$ cat src/rtl/divisor_pkg.sv
// -----------------------------------------------------------------------------
// divisor_pkg
// Shared types and defaults for the sequential restoring divider.
//   estado_t       : controller states (IDLE -> CALC -> DONE -> IDLE)
//   DEFAULT_WIDTH  : default operand / quotient / remainder width
// -----------------------------------------------------------------------------
package divisor_pkg;

  typedef enum logic [1:0] {
    IDLE = 2'd0,
    CALC = 2'd1,
    DONE = 2'd2
  } estado_t;

  localparam int DEFAULT_WIDTH = 4;

endpackage

$ cat src/rtl/subtrator_trial.sv
// -----------------------------------------------------------------------------
// subtrator_trial
// W-bit ripple-borrow subtractor computed as a + ~b + 1.
// Ports:
//   a      in   W   minuend
//   b      in   W   subtrahend
//   diff   out  W   a - b (modulo 2**W)
//   borrow out  1   1 when b > a (unsigned), i.e. no carry out of the top bit
// -----------------------------------------------------------------------------
module subtrator_trial #(
  parameter int W = 5
) (
  input  logic [W-1:0] a,
  input  logic [W-1:0] b,
  output logic [W-1:0] diff,
  output logic         borrow
);

  // The carry-in of 1 supplies the "+1" of the two's complement of b.
  always_comb begin
    logic carry;
    diff  = '0;
    carry = 1'b1;
    for (int i = 0; i < W; i++) begin
      diff[i] = a[i] ^ ~b[i] ^ carry;
      carry   = (a[i] & ~b[i]) | (carry & (a[i] ^ ~b[i]));
    end
    borrow = ~carry;
  end

endmodule

$ cat src/rtl/divisor_sequencial.sv
// -----------------------------------------------------------------------------
// divisor_sequencial
// Iterative restoring divider: one quotient bit per clock from a trial
// subtraction. Multi-cycle divide unit beside the add/sub datapath.
//
// Optional build macro: SIGNED_DIV_EN
//   defined   : a/b are two's complement; magnitudes are divided and the
//               signs restored on the outputs; ov flags MIN / -1.
//   undefined : unsigned operands, ov tied to 0, no negation hardware.
//
// Ports:
//   clk    in   1      rising-edge clock
//   rst    in   1      synchronous active-high reset
//   start  in   1      request, sampled only while idle
//   a      in   WIDTH  dividend (sampled with start)
//   b      in   WIDTH  divisor  (sampled with start)
//   q      out  WIDTH  quotient
//   r      out  WIDTH  remainder
//   busy   out  1      high whenever the controller is not idle
//   done   out  1      one-cycle pulse, q/r/dz/ov valid in that cycle
//   dz     out  1      divide-by-zero flag
//   ov     out  1      signed overflow flag
//
// Handshake: start is accepted on a rising edge where busy is low; requests
// while busy are dropped, not queued. done pulses for exactly one cycle
// WIDTH+1 cycles after acceptance (1 cycle for b == 0); q/r/dz/ov then hold
// until the next accepted start. start held high in the cycle after done
// begins a new operation.
//
// Debug: the controller state is the internal signal "state" (estado_t).
// -----------------------------------------------------------------------------
module divisor_sequencial
  import divisor_pkg::*;
#(
  parameter int WIDTH = DEFAULT_WIDTH
) (
  input  logic             clk,
  input  logic             rst,
  input  logic             start,
  input  logic [WIDTH-1:0] a,
  input  logic [WIDTH-1:0] b,
  output logic [WIDTH-1:0] q,
  output logic [WIDTH-1:0] r,
  output logic             busy,
  output logic             done,
  output logic             dz,
  output logic             ov
);

  localparam int                CW       = $clog2(WIDTH);
  localparam logic [CW-1:0]     CNT_LAST = CW'(WIDTH - 1);
  localparam logic [WIDTH-1:0]  MSB_ONLY = {1'b1, {(WIDTH-1){1'b0}}};

  estado_t          state;
  estado_t          state_nxt;
  logic             accept;

  logic [CW-1:0]    cnt;
  logic [WIDTH-1:0] dvd;       // dividend magnitude, shifted out MSB first
  logic [WIDTH-1:0] dvs;       // divisor magnitude
  logic [WIDTH-1:0] rem;       // partial remainder
  logic [WIDTH-1:0] qr;        // quotient magnitude
  logic             dz_r;

  logic             div_zero;
  logic [WIDTH-1:0] a_mag;
  logic [WIDTH-1:0] b_mag;

  logic [WIDTH-1:0] rem_sh;
  logic [WIDTH:0]   trial_diff;
  logic             trial_borrow;
  logic [WIDTH-1:0] rem_step;
  logic [WIDTH-1:0] q_step;

  assign div_zero = (b == '0);

  // ---------------------------------------------------------------------------
  // Trial subtraction. Width WIDTH+1 so that the borrow is exact; rem_sh never
  // loses a bit because the remainder before the final step is below
  // 2**(WIDTH-1).
  // ---------------------------------------------------------------------------
  assign rem_sh = {rem[WIDTH-2:0], dvd[WIDTH-1]};

  subtrator_trial #(.W(WIDTH + 1)) u_trial (
    .a      ({1'b0, rem_sh}),
    .b      ({1'b0, dvs}),
    .diff   (trial_diff),
    .borrow (trial_borrow)
  );

  // Borrow means the divisor did not fit: keep (restore) the shifted value.
  assign rem_step = trial_borrow ? rem_sh : trial_diff[WIDTH-1:0];
  assign q_step   = {qr[WIDTH-2:0], ~trial_borrow};

  // ---------------------------------------------------------------------------
  // Controller
  // ---------------------------------------------------------------------------
  always_ff @(posedge clk) begin
    if (rst) state <= IDLE;
    else     state <= state_nxt;
  end

  always_comb begin
    state_nxt = state;
    accept    = 1'b0;
    case (state)
      IDLE: begin
        if (start) begin
          accept    = 1'b1;
          state_nxt = div_zero ? DONE : CALC;
        end
      end
      CALC:    if (cnt == '0) state_nxt = DONE;
      DONE:    state_nxt = IDLE;
      default: state_nxt = IDLE;
    endcase
  end

  assign busy = (state != IDLE);
  assign done = (state == DONE);

`ifdef SIGNED_DIV_EN
  // ---------------------------------------------------------------------------
  // Signed build: operands converted to magnitude on acceptance, signs kept
  // in sa/sb and reapplied combinationally on the outputs.
  // ---------------------------------------------------------------------------
  logic             sa;
  logic             sb;
  logic             ov_r;
  logic [WIDTH-1:0] a_neg;
  logic [WIDTH-1:0] b_neg;
  logic [WIDTH-1:0] q_neg;
  logic [WIDTH-1:0] r_neg;
  logic             nb_a;
  logic             nb_b;
  logic             nb_q;
  logic             nb_r;
  logic             unused_bits;

  subtrator_trial #(.W(WIDTH)) u_neg_a (
    .a ('0), .b (a),   .diff (a_neg), .borrow (nb_a)
  );
  subtrator_trial #(.W(WIDTH)) u_neg_b (
    .a ('0), .b (b),   .diff (b_neg), .borrow (nb_b)
  );
  subtrator_trial #(.W(WIDTH)) u_neg_q (
    .a ('0), .b (qr),  .diff (q_neg), .borrow (nb_q)
  );
  subtrator_trial #(.W(WIDTH)) u_neg_r (
    .a ('0), .b (rem), .diff (r_neg), .borrow (nb_r)
  );

  // MIN negates to itself, which is also its correct unsigned magnitude.
  assign a_mag = a[WIDTH-1] ? a_neg : a;
  assign b_mag = b[WIDTH-1] ? b_neg : b;

  assign q  = (sa ^ sb) ? q_neg : qr;
  assign r  = sa ? r_neg : rem;
  assign dz = dz_r;
  assign ov = ov_r;

  assign unused_bits = ^{nb_a, nb_b, nb_q, nb_r, trial_diff[WIDTH]};

  always_ff @(posedge clk) begin
    if (rst) begin
      sa   <= 1'b0;
      sb   <= 1'b0;
      ov_r <= 1'b0;
    end else if (accept) begin
      // Divide by zero returns raw a and all ones, so no sign is reapplied.
      sa   <= div_zero ? 1'b0 : a[WIDTH-1];
      sb   <= div_zero ? 1'b0 : b[WIDTH-1];
      ov_r <= 1'b0;
    end else if (state == CALC && cnt == '0) begin
      // A positive quotient of magnitude 2**(WIDTH-1) only arises from MIN/-1.
      ov_r <= (q_step == MSB_ONLY) && (sa == sb);
    end
  end
`else
  logic unused_bits;

  assign a_mag = a;
  assign b_mag = b;

  assign q  = qr;
  assign r  = rem;
  assign dz = dz_r;
  assign ov = 1'b0;

  assign unused_bits = trial_diff[WIDTH];
`endif

  // ---------------------------------------------------------------------------
  // Datapath registers
  // ---------------------------------------------------------------------------
  always_ff @(posedge clk) begin
    if (rst) begin
      cnt  <= '0;
      dvd  <= '0;
      dvs  <= '0;
      rem  <= '0;
      qr   <= '0;
      dz_r <= 1'b0;
    end else if (accept) begin
      dz_r <= div_zero;
      if (div_zero) begin
        qr  <= '1;
        rem <= a;
      end else begin
        dvd <= a_mag;
        dvs <= b_mag;
        rem <= '0;
        qr  <= '0;
        cnt <= CNT_LAST;
      end
    end else if (state == CALC) begin
      dvd <= {dvd[WIDTH-2:0], 1'b0};
      rem <= rem_step;
      qr  <= q_step;
      if (cnt != '0) cnt <= cnt - CW'(1);
    end
  end

endmodule
$ cat config.mk
export PLATFORM = sky130hd
export DESIGN_NAME = divisor_sequencial
export DESIGN_NICKNAME = d
export VERILOG_FILES = /design/src/rtl/divisor_pkg.sv /design/src/rtl/subtrator_trial.sv /design/src/rtl/divisor_sequencial.sv
export SDC_FILE = /design/constraint.sdc
export NUM_CORES = 1
export LEC_CHECK = 0
export ABC_AREA = 0
export CORE_UTILIZATION = 45
export DETAILED_ROUTE_END_ITERATION = 12
export HOLD_SLACK_MARGIN = 0.1
export PLACE_DENSITY = 0.72
export SYNTH_ARGS = -nofsm -noshare
export SYNTH_HDL_FRONTEND = slang
export SYNTH_SLANG_ARGS = --single-unit
$ cat constraint.sdc
create_clock -name clk -period 3.3 [get_ports clk]
set_clock_uncertainty 0.15 [all_clocks]
set_input_delay 0.66 -clock clk [delete_from_list [all_inputs] [get_ports clk]]
set_output_delay 0.66 -clock clk [all_outputs]
set_load 0.02 [all_outputs]
### After elaboration in Yosys (flattened, before gate mapping)

Cells that the tools add are included.

* register bits: 21
* output and inout port bits: 12
* word-level logic and storage cells: 68

* add/subtract/negate cells: 1
* eq/ne operators: 5
* multiplexer cells: 20
* bitwise gates (word level): 24
* reductions and logical operators: 11

Operators with widths (number)
* $mux 4: 10
* $mux 2: 7
* $reduce_bool 2->1: 4
* $and 1x1->1: 7
* $xor 1x1->1: 7
* $ne 2x2->1 const B: 3
* $not 1->1: 6
* $reduce_and 2->1: 3
* $logic_not 2->1: 2
* $logic_not 4->1: 1
* $or 1x1->1: 4
* $pmux 2 s2: 1
* $reduce_and 3->1: 1
* $eq 2x1->1 const B: 1
* $eq 2x2->1 const B: 1
* $mux 1: 2
* $sub 2x1->2 const B: 1

### Logic depth before layout (Yosys ltp)

Gate-level depths: netlist of run 1.

* depth in word-level cells: 12
* mapped depth: 12

### Cells and area by module

A second synthesis of run 1 with hierarchy kept.

* cells, all modules: 116
* area total of the unflattened synthesis: 1086.0 µm²

By module, submodules not included
* divisor_sequencial: instances 1, cells each 101, area an instance 955.9 µm², sequential area each 420.4 µm²
* subtrator_trial: instances 1, cells each 15, area an instance 130.1 µm², sequential area each 0.0 µm²

### Worst setup path before layout of run 1

No wires, ideal clock.

* kind: register to register
* from: register dvd[3]
* to: register rem[1], in the netlist r[1]
* arrival time: 2.236 ns
* data required time: 3.016 ns
* path slack: 0.779 ns
* stages on the path, launching flop included: 12
* path buffers: 1
* path through: dfxtp_1 -> inv_1 -> ha_1 -> inv_1 -> fa_1 -> inv_1 -> fa_1 -> fa_1 -> buf_1 -> mux2_2 -> a221oi_2 -> a211oi_2

* word-level cells in the longest chain between the ends: 11

RTL lines
* from (decl): RTL line divisor_sequencial.sv:59 `logic [WIDTH-1:0] dvd;`
* from (signal assigned): RTL line divisor_sequencial.sv:210 `dvd <= a_mag;`
* from (signal assigned): RTL line divisor_sequencial.sv:217 `dvd <= {dvd[WIDTH-2:0], 1'b0};`
* $and 1x1->1 / $xor 1x1->1 (equally long branches): RTL line subtrator_trial.sv:26 `carry = (a[i] & ~b[i]) | (carry & (a[i] ^ ~b[i]));`
* $or 1x1->1 *: RTL line subtrator_trial.sv:26
* $and 1x1->1: RTL line subtrator_trial.sv:26
* $or 1x1->1: RTL line subtrator_trial.sv:26
* $and 1x1->1: RTL line subtrator_trial.sv:26
* $or 1x1->1: RTL line subtrator_trial.sv:26
* $and 1x1->1: RTL line subtrator_trial.sv:26
* $or 1x1->1: RTL line subtrator_trial.sv:26
* $mux 4 *: RTL line divisor_sequencial.sv:92 `assign rem_step = trial_borrow ? rem_sh : trial_diff[WIDTH-1:0];`
* $mux 4 *: RTL line divisor_sequencial.sv:216 `end else if (state == CALC) begin`
* $mux 4 *: RTL line divisor_sequencial.sv:204 `end else if (accept) begin`
* to (signal assigned): RTL line divisor_sequencial.sv:218 `rem <= rem_step;`
* to (decl): RTL line divisor_sequencial.sv:61 `logic [WIDTH-1:0] rem;`

Mark *: on every way between the ends. The rest lies on a longest branch, timed or not. The select of a mux whose other input is x is not followed.
A chain may end at the register's enable or synchronous reset.

### Worst setup path after layout of run 1

Ends and elaborated chain as after synthesis.

==> reports/summary.md, run 1 <==
## Status
• outcome: finished, final reports clean

## Pwr
• LEAKAGE: 0.4879 nW
• IR Drop Worst-Case VDD: 0.2697 mV
• P per Cell Area: 453.9 nW/um^2

## Synth
• post-synthesis share of cell area spent on and, or, nand and nor gates: 0.1934
• largest family of logic cells by synthesized area: compound AO/OA/AOI/OAI gates
• gate count after technology mapping: 119
• number of distinct library cell variants in the gate-level netlist after synthesis: 31
• Yosys warning count: 0
• compound-cell area share of the yosys netlist: 0.2286
• Synth area leader: dfxtp_1
• Post-synth top flop: dfxtp_1
• multiplexer fraction of the synthesized cell area: 0.01055
• EDFF count, synth: 0
• Syn Nets: 135
• Synth Area in Adders: 0.07972
• synthesized area divided by synthesized cell count: 8.969 um^2
• area share of the largest cell type after synthesis: 0.3939
• post-synthesis share of cell area spent on xor and xnor gates: 0.008206
• sequential area share after synthesis: 0.3939
• top area cells in the synthesized netlist: dfxtp_1 39%, nor2_1 6.0%, fa_1 5.6%
• Async S/R FF share, synth: 0
• register bit count reported by yosys: 21
• synthesized cell area: 1067 um^2

## Global routing
• number of antenna violations at the first check in global routing: 0
• first-pass GRT wire length: 3.443 mm
• maximum number of pins on one net before global-route repair: 22
• global-route total usage across every layer: 0.1806
• overflow left after global routing: 0
• vias in the first global route: 792

## STA
• post-route minimum period: 2.688 ns
• timing-limited maximum frequency: 0.3720 GHz
• ratio of final minimum period to clock period: 0.8146
• number of max-slew violations in the final report: 0
• setup repair after global routing missed its margin: false
• setup TNS: 0 ns
• Relative slew margins: 0.4677
• final hold vios: 0
• Least-Margin Pin Slew: 0.7959 ns
• Setup Viol. Count Final: 0
• final worst slack: 0.6119 ns

## Worst setup path
• Arr. time, crit path: 2.71 ns
• critical path launch point type: register
• kind of critical path: reg2reg
• endpoint kind of the worst setup timing path: register
• CP Max Fanout: 8
• Crit path required time: 3.32 ns

## CTS
• latest clock arrival within the worst-skew pair: 0.30 ns
• Hold Buf Count CTS: 0
• post_cts resized: 0
• number of buffers created by CTS: 3
• CTS tree: built
• number of H-tree branching levels: 1
• Post-CTS Setup Repair Bufs: 0
• maximum buffer depth of the clock tree: 2
• CTS Root Buffer Type: clkbuf_4
• Clock transition at path regs: 0.12 ns
• CTS Sinks: 21

## Route
• mean number of vias per cell: 5.392
• wirelength, routed: 2.051 mm
• # DRC: 0
• drt pass-1 iters: 4
• total vias in the final route: 895
• initial detailed-routing violation count: 22
• ANT nets after route: 0
• routed wirelength normalized by instance count: 12.36 um

## Die
• row count: 17
• area of the die: 2570 um^2
• initial standard-cell utilization of the core: 0.4779
• Top Ports: 23
• Placeable Area: 2233 um^2
• chip height: 50.70 um
• die width: 50.70 um

## Min path
• worst min-delay path category: reg2reg

## Cells and area
• area overhead of the layout relative to synthesis: 22.16%
• summed area of non-filler cells in the final layout: 1304 um^2
• post-layout instance count excluding filler cells: 166
• post-layout net count: 155
• Util after Layout: 0.5838
• final antenna diode count: 0
• ratio of cells with drive above 1 in the final layout: 0.1014
• fillcell total: 206

## Place
• number of buffer cells added on primary ports: 21
• RD Place Congestion: 0.7380
• detailed-placement wirelength estimate: 1.541 mm
• placed cell areas: 1277 um^2
• placed instance count: 162
• pre-CTS setup slack: 0.6396 ns

## Flow run
• maximum capacitance violations: 0

## cell usage after synthesis (3+ instances only)
library cell	count
inv_1	10
nor2b_1	3
a221oi_1	5
o21ai_0	4
fa_1	3
nor2_1	17
a22oi_1	7
dfxtp_1	21
nand2_1	12
a311oi_1	3
buf_4	3
a21oi_1	6
nor3_1	3
## layout by cell type (no fill, tap or decap), types with 2 or more instances in the layout
cell type	n
dfxtp_1	21
a311oi_1	3
o21ai_0	4
fa_1	3
ha_1	2
nand2_1	12
clkbuf_4	3
a21oi_1	6
nor2b_1	3
nor2_1	17
a221oi_1	5
a22oi_1	7
a221oi_2	2
nor3_1	3
inv_1	10
a211oi_2	2
buf_4	2
clkdlybuf4s50_1	21
## power by group
group / internal (mW) / total, mW / switching [mW]
clock: 0.0471 / 0.125 / 0.0777
combinational: 0.0799 / 0.172 / 0.0923
sequential: 0.276 / 0.295 / 0.0193
total: 0.402 / 0.592 / 0.189
## final timing paths
kind                            cells after the start                start  slack, ns             endpoint
worst max register to register                     10  dvd[3]$_SDFFE_PP0P_       0.61    r[1]$_SDFFE_PP0P_
worst min register to register                      2  dvd[0]$_SDFFE_PP0P_       0.34  dvd[1]$_SDFFE_PP0P_
worst max-delay path                               10  dvd[3]$_SDFFE_PP0P_       0.61    r[1]$_SDFFE_PP0P_
worst min-delay path                                2  dvd[0]$_SDFFE_PP0P_       0.34  dvd[1]$_SDFFE_PP0P_
## registers in the layout, indices dropped and copies added, names as in the netlist
| signal | count |
|---|---|
| r | 4 |
| q | 4 |
| state | 2 |
| dvs | 4 |
| dvd | 4 |
| dz | 1 |
| cnt | 2 |
## logic make-up (layout without fill, tap and decap cells)
kind of cell	count (synthesis)	count (layout)
simple gates	41	41
compound gates	31	31
flops	21	21
buf+inv	18	37
fa+ha+maj	5	5
other cells	1	1
xor+xnor	1	1
mux	1	1
## worst max-delay path, cell delays in order, from the launching register on
cell and delay, ns:
dfxtp_1 0.38, inv_1 0.05, ha_1 0.18, inv_1 0.06
fa_1 0.16, inv_1 0.05, fa_1 0.38, fa_1 0.50
mux2_2 0.33, a221oi_2 0.25, a211oi_2 0.07
## routing by layer
metal	GRT usage	wire length [um]
met1	0.2315	1005
met5	0	0
met4	0.08333	28
met3	0.03030	103
met2	0.2933	914
## stage by stage
stage	hold WS [ns]	power [mW]
floorplan	0.3041	0.4141
global placement	0.3146	0.4669
detailed placement	0.3197	0.4725
CTS	0.3368	0.5935
global route	0.3674	0.6276
finish	0.3379	0.5918
## final cells by class
| cell class | count | area [um^2] | share of cell area |
|---|---|---|---|
| Multi-Input combinational cell | 80 | 559.3 | 0.4290 |
| Sequential cell | 21 | 420.4 | 0.3225 |
| Timing Repair Buffer | 23 | 225.2 | 0.1727 |
| Inverter | 10 | 37.54 | 0.02879 |
| Tap cell | 28 | 35.03 | 0.02687 |
| Clock buffer | 4 | 26.28 | 0.02015 |
(Power assumes the default switching activity.)
==> inputs of run 2 (changes only) <==
==> constraint.sdc (replaced) <==
create_clock -name clk -period 2.7 [get_ports clk]
set_clock_uncertainty 0.15 [all_clocks]
set_input_delay 0.54 -clock clk [delete_from_list [all_inputs] [get_ports clk]]
set_output_delay 0.54 -clock clk [all_outputs]
set_load 0.02 [all_outputs]
==> reports/summary.md, run 2 (synthesis results as in run 1) <==
## Status
• outcome: finished, final reports clean

## Die
• initial standard-cell utilization of the core: 0.4779, unchanged
• Placeable Area: 2233 um^2, unchanged
• chip height: 50.70 um, unchanged
• area of the die: 2570 um^2, unchanged
• die width: 50.70 um, unchanged
• row count: 17, unchanged
• Top Ports: 23, unchanged

## Route
• mean number of vias per cell: 5.533, +2.6%
• total vias in the final route: 924, +3.2%
• wirelength, routed: 2.210 mm, +7.8%
• # DRC: 0, unchanged
• routed wirelength normalized by instance count: 13.23 um, +7.1%
• ANT nets after route: 0, unchanged
• drt pass-1 iters: 4, unchanged
• initial detailed-routing violation count: 20, -9.1%

## Pwr
• IR Drop Worst-Case VDD: 0.2993 mV, +11%
• P per Cell Area: 554.6 nW/um^2, +22%
• Design Power: 0.7307 mW, +23%
• LEAKAGE: 0.4917 nW, +0.77%

## Cells and area
• Util after Layout: 0.5899, +0.006162
• fillcell total: 215, +4.4%
• ratio of cells with drive above 1 in the final layout: 0.1295, +0.02805
• post-layout net count: 156, +0.65%
• most common cell after layout, fill and taps aside: clkdlybuf4s50_1
• sequential standard cell area: 421.7 um^2, +0.30%
• summed area of non-filler cells in the final layout: 1318 um^2, +1.1%
• area overhead of the layout relative to synthesis: 23.45%
• multi-input logic area: 564.3 um^2, +0.89%
• final antenna diode count: 0, unchanged
• most frequent cells in the layout: 21 x clkdlybuf4s50_1, 20 x dfxtp_1, 17 x nor2_1

## STA
• number of max-slew violations in the final report: 0, unchanged
• setup repair after global routing missed its margin: false
• ratio of final minimum period to clock period: 0.9304, +0.1158
• post-route minimum period: 2.512 ns, -0.1760 ns
• final hold vios: 0, unchanged
• Least-Margin Pin Slew: 0.7756 ns, -0.02035 ns
• timing-limited maximum frequency: 0.3981 GHz, +7.0%
• Relative slew margins: 0.4813, +0.01361
• setup TNS: 0 ns, unchanged
• worst hold slack: 0.3423 ns, +0.004414 ns
• Setup Viol. Count Final: 0, unchanged

## Global routing
• vias in the first global route: 847, +6.9%
• number of antenna violations at the first check in global routing: 0, unchanged
• maximum number of pins on one net before global-route repair: 22, unchanged
• global-route total usage across every layer: 0.1994, +0.01876
• first-pass GRT wire length: 3.732 mm, +8.4%
• overflow left after global routing: 0, unchanged

## CTS
• number of buffers created by CTS: 3, unchanged
• Clock transition at path regs: 0.12 ns, about the same
• latest clock arrival within the worst-skew pair: 0.31 ns, about the same
• Hold Buf Count CTS: 0, unchanged
• number of H-tree branching levels: 1, unchanged
• CTS tree: built
• maximum buffer depth of the clock tree: 2, unchanged
• CTS Root Buffer Type: clkbuf_4
• CTS Sinks: 21, unchanged

## Worst setup path
• critical path launch point type: register
• worst stage delay on the critical path: 0.43 ns, -0.07 ns
• ordered list of cells on the worst path: inv_1, ha_1, inv_1, fa_1, inv_1, fa_2, fa_2, mux2_2, a221oi_2, a211oi_2
• kind of critical path: reg2reg
• delay-heaviest family, CP: adder cells
• worst-path cell with the longest stage delay: fa_2
• endpoint kind of the worst setup timing path: register
• Crit path required time: 2.73 ns, -0.59 ns
• CP Max Fanout: 8, unchanged
• most frequent cell on the critical path: inv_1
• worst path buffer plus inverter count: 3, unchanged
• Arr. time, crit path: 2.54 ns, -0.17 ns

## Min path
• worst min-delay path category: reg2reg

## Place
• placed cell areas: 1285 um^2, +0.59%
• RD Place Congestion: 0.7408, +0.38%
• number of buffer cells added on primary ports: 21, unchanged
• detailed-placement wirelength estimate: 1.597 mm, +3.6%

## Flow run
• maximum capacitance violations: 0, unchanged

-- run 2: area by class of cell --
cell class                      count  area share
Timing Repair Buffer               24      0.1766
Inverter                           10     0.02849
Tap cell                           28     0.02659
Sequential cell                    21      0.3200
Clock buffer                        4     0.01994
Multi-Input combinational cell     80      0.4283
-- run 2: metrics by stage --
stage          cells  setup slack (ns)
3_5_place_dp     163           0.04910
3_3_place_gp     163            0.1420
6_report         167            0.1879
4_1_cts          167           0.01797
2_1_floorplan    119            0.1793
5_1_grt          167           0.06169
-- run 2: power by group --
| part | switching (mW) | internal (mW) | total [mW] |
|---|---|---|---|
| sequential | 0.0243 | 0.337 | 0.361 |
| combinational | 0.115 | 0.100 | 0.215 |
| clock | 0.0962 | 0.0577 | 0.154 |
-- run 2: repair_timing --
item                                    4_1_cts  5_1_grt
buffers inserted                              0        0
hold endpoints to repair                      0        0
endpoints found under the setup margin        0        3
resized for setup                             0        3
-- run 2: final timing paths --
path                       startpoint             endpoint  slack [ns]  cells after the start
setup / recovery  dvd[3]$_SDFFE_PP0P_    r[1]$_SDFFE_PP0P_        0.19                     10
hold / removal    dvd[0]$_SDFFE_PP0P_  dvd[1]$_SDFFE_PP0P_        0.34                      2
setup reg to reg  dvd[3]$_SDFFE_PP0P_    r[1]$_SDFFE_PP0P_        0.19                     10
hold reg to reg   dvd[0]$_SDFFE_PP0P_  dvd[1]$_SDFFE_PP0P_        0.34                      2
-- run 2: worst min-delay path, delay by kind of cell (launching register included) --
family,cells,cell delay (ns)
compound gates,1,0.07
flops,1,0.33
simple gates,1,0.05
-- run 2: per-layer routing --
layer | global-route usage | wire [um] | part of all wire
met5 | 0 | 0 | 0
met4 | 0.1065 | 34 | 0.015
met3 | 0.04545 | 172 | 0.078
met2 | 0.3267 | 1045 | 0.47
met1 | 0.2402 | 957 | 0.43
